File: src/rtl/screen_sequencer.sv
// rtl/screen_sequencer.sv - screen flow FSM, pixel x/y split and wiped RGB565 mux for the 96x64 OLED
module screen_sequencer #(
    parameter int NUM_SCREENS = 9,
    parameter int WIPE_STEP   = 8,
    parameter int HOLD_FRAMES = 120
) (
    input  logic                      clk,
    input  logic                      reset_n,
    input  logic                      frame_begin,
    input  logic [12:0]               pixel_index,
    input  logic                      btn_start,
    input  logic                      level_done,
    input  logic                      game_over,
    input  logic [16*NUM_SCREENS-1:0] screen_data,
    output logic [6:0]                x,
    output logic [5:0]                y,
    output logic [15:0]               oled_data,
    output logic [3:0]                cur_screen,
    output logic                      transitioning
);
    typedef enum logic [1:0] {IDLE = 2'd0, PLAY = 2'd1, WIPE = 2'd2, HOLD = 2'd3} state_t;

    localparam logic [3:0] LAST_SCR  = 4'(NUM_SCREENS - 1);
    localparam logic [3:0] LAST_LVL  = 4'(NUM_SCREENS - 2);
    localparam logic [7:0] HOLD_LAST = 8'(HOLD_FRAMES - 1);
    localparam logic [7:0] STEP8     = 8'(WIPE_STEP);
    localparam logic [6:0] FULL      = 7'd96;

    state_t     state, state_d, ret_state, ret_d;
    logic [3:0] cur_d, nxt, nxt_d, sel;
    logic [6:0] wipe_col, wipe_d, wipe_sat;
    logic [7:0] hold_cnt, hold_d, wipe_sum;
    logic [15:0] pix;
    logic [12:0] row, col_full;
    logic        unused_bits;

    assign row         = pixel_index / 13'd96;
    assign col_full    = pixel_index - row * 13'd96;
    assign y           = row[5:0];
    assign x           = col_full[6:0];
    assign unused_bits = ^{row[12:6], col_full[12:7]};

    // Slots beyond NUM_SCREENS read as black so any select index is safe.
    logic [15:0] scr [16];
    for (genvar k = 0; k < 16; k++) begin : g_scr
        if (k < NUM_SCREENS) begin : g_on
            assign scr[k] = screen_data[16*k +: 16];
        end else begin : g_off
            assign scr[k] = 16'h0000;
        end
    end

    assign sel           = (state == WIPE && x < wipe_col) ? nxt : cur_screen;
    assign pix           = scr[sel];
    assign transitioning = (state == WIPE);

    assign wipe_sum = {1'b0, wipe_col} + STEP8;
    assign wipe_sat = (wipe_sum >= 8'd96) ? FULL : wipe_sum[6:0];

    always_comb begin
        state_d = state;
        ret_d   = ret_state;
        cur_d   = cur_screen;
        nxt_d   = nxt;
        wipe_d  = wipe_col;
        hold_d  = hold_cnt;
        case (state)
            IDLE: if (btn_start) begin
                nxt_d   = 4'd1;
                ret_d   = PLAY;
                state_d = WIPE;
            end
            PLAY: if (game_over) begin
                nxt_d   = LAST_SCR;
                ret_d   = HOLD;
                state_d = WIPE;
            end else if (level_done) begin
                if (cur_screen < LAST_LVL) begin
                    nxt_d = cur_screen + 4'd1;
                    ret_d = PLAY;
                end else begin
                    nxt_d = LAST_SCR;
                    ret_d = HOLD;
                end
                state_d = WIPE;
            end
            // The extra frame at wipe_col==96 shows the full new screen before committing.
            WIPE: if (frame_begin) begin
                if (wipe_col == FULL) begin
                    cur_d   = nxt;
                    wipe_d  = 7'd0;
                    state_d = ret_state;
                    if (ret_state == HOLD) hold_d = 8'd0;
                end else begin
                    wipe_d = wipe_sat;
                end
            end
            HOLD: if (frame_begin) begin
                hold_d = hold_cnt + 8'd1;
                if (hold_cnt == HOLD_LAST) begin
                    nxt_d   = 4'd0;
                    ret_d   = IDLE;
                    state_d = WIPE;
                end
            end
            default: state_d = IDLE;
        endcase
    end

    always_ff @(posedge clk) begin
        if (!reset_n) begin
            state      <= IDLE;
            ret_state  <= IDLE;
            cur_screen <= 4'd0;
            nxt        <= 4'd0;
            wipe_col   <= 7'd0;
            hold_cnt   <= 8'd0;
            oled_data  <= 16'h0000;
        end else begin
            state      <= state_d;
            ret_state  <= ret_d;
            cur_screen <= cur_d;
            nxt        <= nxt_d;
            wipe_col   <= wipe_d;
            hold_cnt   <= hold_d;
            oled_data  <= pix;
        end
    end
endmodule

File: config.mk
export PLATFORM = sky130hd
export DESIGN_NAME = screen_sequencer
export DESIGN_NICKNAME = d
export VERILOG_FILES = /design/src/rtl/screen_sequencer.sv
export SDC_FILE = /design/constraint.sdc
export NUM_CORES = 1
export LEC_CHECK = 0
export BUFFER_PORTS_ARGS = -buffer_cell sky130_fd_sc_hd__buf_2
export CAP_MARGIN = 40
export CORE_MARGIN = 5
export CORE_UTILIZATION = 53
export CTS_CLUSTER_DIAMETER = 60
export CTS_CLUSTER_SIZE = 16
export DETAILED_ROUTE_END_ITERATION = 8
export PLACE_DENSITY = 0.91
export SLEW_MARGIN = 25
export SYNTH_ARGS = -nofsm -noshare
export SYNTH_HDL_FRONTEND = slang
export SYNTH_SLANG_ARGS = --single-unit
File: constraint.sdc
create_clock -name clk -period 12.2 [get_ports clk]
set_input_delay 3.66 -clock clk [delete_from_list [all_inputs] [get_ports clk]]
set_output_delay 3.66 -clock clk [all_outputs]
set_load 0.01 [all_outputs]
* Yosys cells after proc, flatten, opt, wreduce, memory -nomap -nowiden
Cells that the tools add are included.
** Word-level totals
- Flip-flop bits (word level) :: 43
- Input port bits :: 163
- Output and inout bits :: 34
- Logic and storage cells :: 73
** Cells by class
- $add $sub $neg :: 4
- $mul :: 1
- Div/mod/pow operators :: 1
- Magnitude comparators :: 4
- Equal/unequal tests :: 13
- Mux-type cells :: 33
- Bitwise logic cells :: 1
- Reductions and logical operators :: 9
** Operators with widths (number)
- binary-select mux 16 bit (select 4 bit) :: 1
- two-way mux 16 bit :: 2
- two-way mux 8 bit :: 4
- two-way mux 4 bit :: 7
- two-way mux 2 bit :: 13
- one-hot mux 8 bit (2 select lines) :: 1
- two-way mux 7 bit :: 2
- divider 13 x 7 -> 13 bit (second input constant) :: 1
- multiplier 13 x 2 -> 2 bit (second input constant) :: 1
- one-hot mux 4 bit (3 select lines) :: 1
- AND reduction 5 bit :: 2
- adder 7 x 4 -> 8 bit (second input constant) :: 1
- adder 8 x 1 -> 8 bit (second input constant) :: 1
- equality test 8 x 7 -> 1 bit (second input constant) :: 1
- greater-or-equal comparator 8 x 7 -> 1 bit (second input constant) :: 1
- != test 2 bit (second input constant) :: 4
- one-hot mux 2 bit (4 select lines) :: 1
- equality test 7 bit (second input constant) :: 1
- less-than comparator 7 bit :: 1
- subtractor 7 bit :: 1
- equality test 2 bit (second input constant) :: 3
- one-hot mux 2 bit (3 select lines) :: 1
- AND reduction 6 bit :: 1
- greater-or-equal comparator 5 bit (second input constant) :: 1
- other kinds (12) :: 13

* Longest topological paths before layout
- Word-level depth :: 10
- Mapped depth :: 21
- Gate-level depth less buffers :: 18

* Worst setup path after synthesis
Ideal clock, no wire load.
- Path type :: input port to output port
- Start point :: input pixel_index[9]
- End point :: output x[6]
- Data arrival time :: 5.942 ns
- Data required time :: 8.540 ns
- Path slack :: 2.598 ns
- Cell stages on the path :: 12
- Buffers on the path :: 2
- Path through :: clkbuf_1 buf_2 nor2b_1 nor2_1 o311a_1 o211ai_1 nand3_1 inv_1 xnor2_1 o221ai_1 ha_1 xnor2_1
** Between the ends
- Longest elaborated chain between the ends :: 3
** RTL lines
- start, declared :: RTL line 10 : input logic [12:0] pixel_index,
- divider 13 x 7 -> 13 bit :: RTL line 37 : assign row = pixel_index / 13'd96;
- net y[1] :: RTL line 16 : output logic [5:0] y,
- multiplier 13 x 2 -> 2 bit :: RTL line 38 : assign col_full = pixel_index - row * 13'd96;
- subtractor 7 bit :: RTL line 38
- end, declared :: RTL line 15 : output logic [6:0] x,
The timed path passes the listed nets, and every way through them passes these cells.

* Worst setup path in the final report
- Start point :: input pixel_index[11]
- End point :: output x[6]
** Between the ends
- Longest elaborated chain between the ends :: 3
** RTL lines (RTL line)
- divider 13 x 7 -> 13 bit :: 37
- multiplier 13 x 2 -> 2 bit :: 38
- subtractor 7 bit :: 38
No other way between the ends.

==> summary.txt <==
worst path required time: 8540 ps
slowest stage delay, CP: 350 ps
Final period util: 80.8%
Starting Density: 53.6%
Post-layout nets: 1004
Detailed Route Iter0 Violations: 675
share of cells above drive strength 1: 28.2%
post-route ant nets: 0
vias per inst: 6.62
post-synth top area share: 23.9%
WS Path Type: input pin to primary output
Register Area: 808 µm²
Leak Pwr: 2.42 nW
clock buffer count from CTS: 5
Worst setup EP type: primary output
Post-DP HPWL: 13.6 mm
final core occ: 63.9%
Worst EP arrival: 6200 ps
DRT Pass-1 Iters: 7
Setup crit start kind: input pin
Post-synth ARST share: 0%
top cells by area, synth: mux2i_1, dfxtp_1, a2111oi_0, o22ai_1, nor2b_1
Max Cap Viol: 0
initial antenna violation count: 2
TNS Setup: 0 ps
CTS tree: built
core box area: 10200 µm²
# fillers: 873
die height: 112 µm
post-CTS setup buffer count: 0
CTS Root Buffer Type: clkbuf_8
CP Max Fanout: 26
via count: 6432
Ports: 197
Post-synth EDFFs: 0
RSZ-0062 raised after global routing: no
Mean Syn Cell Area: 7.93 µm²
Max Root-Sink Buffers: 2
Layout area overhead: 19.1%
cell taking the most area after synthesis: mux2i_1
Crit-path slowest cell: buf_2
Syn Nets: 863
synth cell count leaders: mux2i_1, o22ai_1, nor2b_1
max frequency: 101 MHz
crit path cell chain: buf_2 -> inv_1 -> nor3_1 -> o311ai_0 -> a21o_1 -> nand3_1 -> inv_1 -> xnor2_1 -> o221ai_1 -> ha_1 -> xnor2_1 -> buf_2
Worst-Margin Slew: 821 ps
placer congestion estimate: 0.867
Peak VDD IR: 0.0626 mV
drt drc: 0
number of global-route vias before repair: 6080
Die W: 112 µm
Slew HR: 43.9%
synthesized flop and latch total: 40
Post-CTS Hold Buffers: 0
largest net degree at the start of global routing: 62
post-CTS sizing: 0
first-pass GRT wire length: 29.6 mm
Ys Warns: 0
pwr dens: 81.8 nW/µm²
Clock transition at path regs: 90 ps
Synth cell types: 64
max-slew violation count: 0
clk sinks: 40
Post-Syn Area: 5490 µm²
die area: 12500 µm²
WL per Instance: 19.5 µm
area of the multi-input gates: 4340 µm²
most frequent cell after synthesis: mux2i_1
Routed WL: 18.9 mm
Syn Inst Count: 692
Worst Clk Skew: 13.3 ps
# port buffers: 190
Tmin final: 9860 ps
gr usage total: 28.3%
CTS H-Tree Depth: 2
GR Overflow Total: 0
Setup violations, final: 0
num rows: 37
Final Hold Fails: 0
Skew-Pair Late Insertion Delay: 320 ps
ys flop type: dfxtp_1
register area share after synthesis: 14.6%
status: completed
Worst Hold Class: flip-flop to flip-flop
==> critical path: cells and delay by family <==
| family | cells | cell delay (ps) |
|---|---|---|
| buf+inv | 4 | 830 |
| compound gates | 3 | 630 |
| simple gates | 2 | 460 |
| xor+xnor | 2 | 370 |
| fa+ha+maj | 1 | 230 |
==> kinds of logic after synthesis <==
kind of cell               count (synthesis)  share of synthesized area (%)
xor gates and xnor gates                  13                           2.08
AOI/OAI and AO/OA                        229                           31.5
adders and majority gates                  9                           2.01
and+or+nand+nor                          175                           17.4
DFF                                       40                           14.6
muxes                                    138                           25.4
buffers and inverters                     88                           7.03
==> cell type report <==
class | count | area share [%]
Sequential cell | 40 | 12.4
Antenna cell | 1 | 0.0383
Timing Repair Buffer | 204 | 15.9
Clock inverter | 2 | 0.230
Clock buffer | 6 | 1.44
Multi-Input combinational cell | 564 | 66.4
Inverter | 18 | 1.03
Tap cell | 136 | 2.60
==> stage by stage <==
step / instance area [µm²] / hold slack [ps] / setup slack (ps) / total power [mW] / std cells
finish: 6530 / 480 / 2340 / 0.534 / 971
floorplan: 5490 / 442 / 2600 / 0.329 / 692
global route: 6530 / 520 / 2080 / 0.569 / 971
global placement: 6400 / 462 / 2560 / 0.413 / 958
CTS: 6530 / 483 / 2400 / 0.534 / 969
detailed placement: 6420 / 469 / 2410 / 0.419 / 961
==> final timing paths <==
path | startpoint | to | slack [ps] | cells after the start
worst max register to register | state[1] | oled_data[0] | 8160 | 9
worst min-delay path | nxt[3] | nxt[3] | 480 | 2
worst min register to register | nxt[3] | nxt[3] | 480 | 2
worst max-delay path | pixel_index[11] | x[6] | 2340 | 12
==> power breakdown <==
part | leakage, nW | total [mW] | internal, mW | switching (mW)
clock network | 0.0573 | 0.115 | 0.0538 | 0.0610
logic | 2.03 | 0.273 | 0.116 | 0.157
registers | 0.329 | 0.146 | 0.140 | 0.00646
total | 2.42 | 0.534 | 0.310 | 0.225
==> cell usage in the layout (no fill, tap or decap), drive strengths merged, types with 4 or more instances in the layout <==
master   Yosys  final
buf         28    203
mux2i      131    131
o22ai       61     61
nor2b       55     55
a2111oi     50     50
dfxtp       40     40
nor2        35     35
nand2       29     29
a21oi       25     25
a221oi      23     23
inv         16     18
o21ai       16     16
nand3       14     14
a22o        11     11
ha           8      8
xnor2        7      7
mux2         7      7
clkbuf      42      7
xor2         6      6
nor3         6      6
o221ai       6      6
nor3b        5      5
a31oi        5      5
a32o         5      5
nand2b       4      4
o211ai       4      4
nor4bb       4      4
a211oi       4      4
or3b         4      4
==> state kept, by name, indices dropped and copies added (netlist names) <==
signal      cells
cur_screen      4
state           2
wipe_col        4
oled_data      16
hold_cnt        8
ret_state       2
nxt             4
==> routing by layer <==
layer	part of all wire [%]	global-route usage [%]	wire length, µm	vias up
met5	0.037	0	7	-
met4	2.8	9.81	526	2
met3	8.8	6.03	1670	47
met2	49	49.2	9170	352
met1	40	34.4	7520	3019
li1	-	-	-	3012
Power figures use the tool's default switching activity.
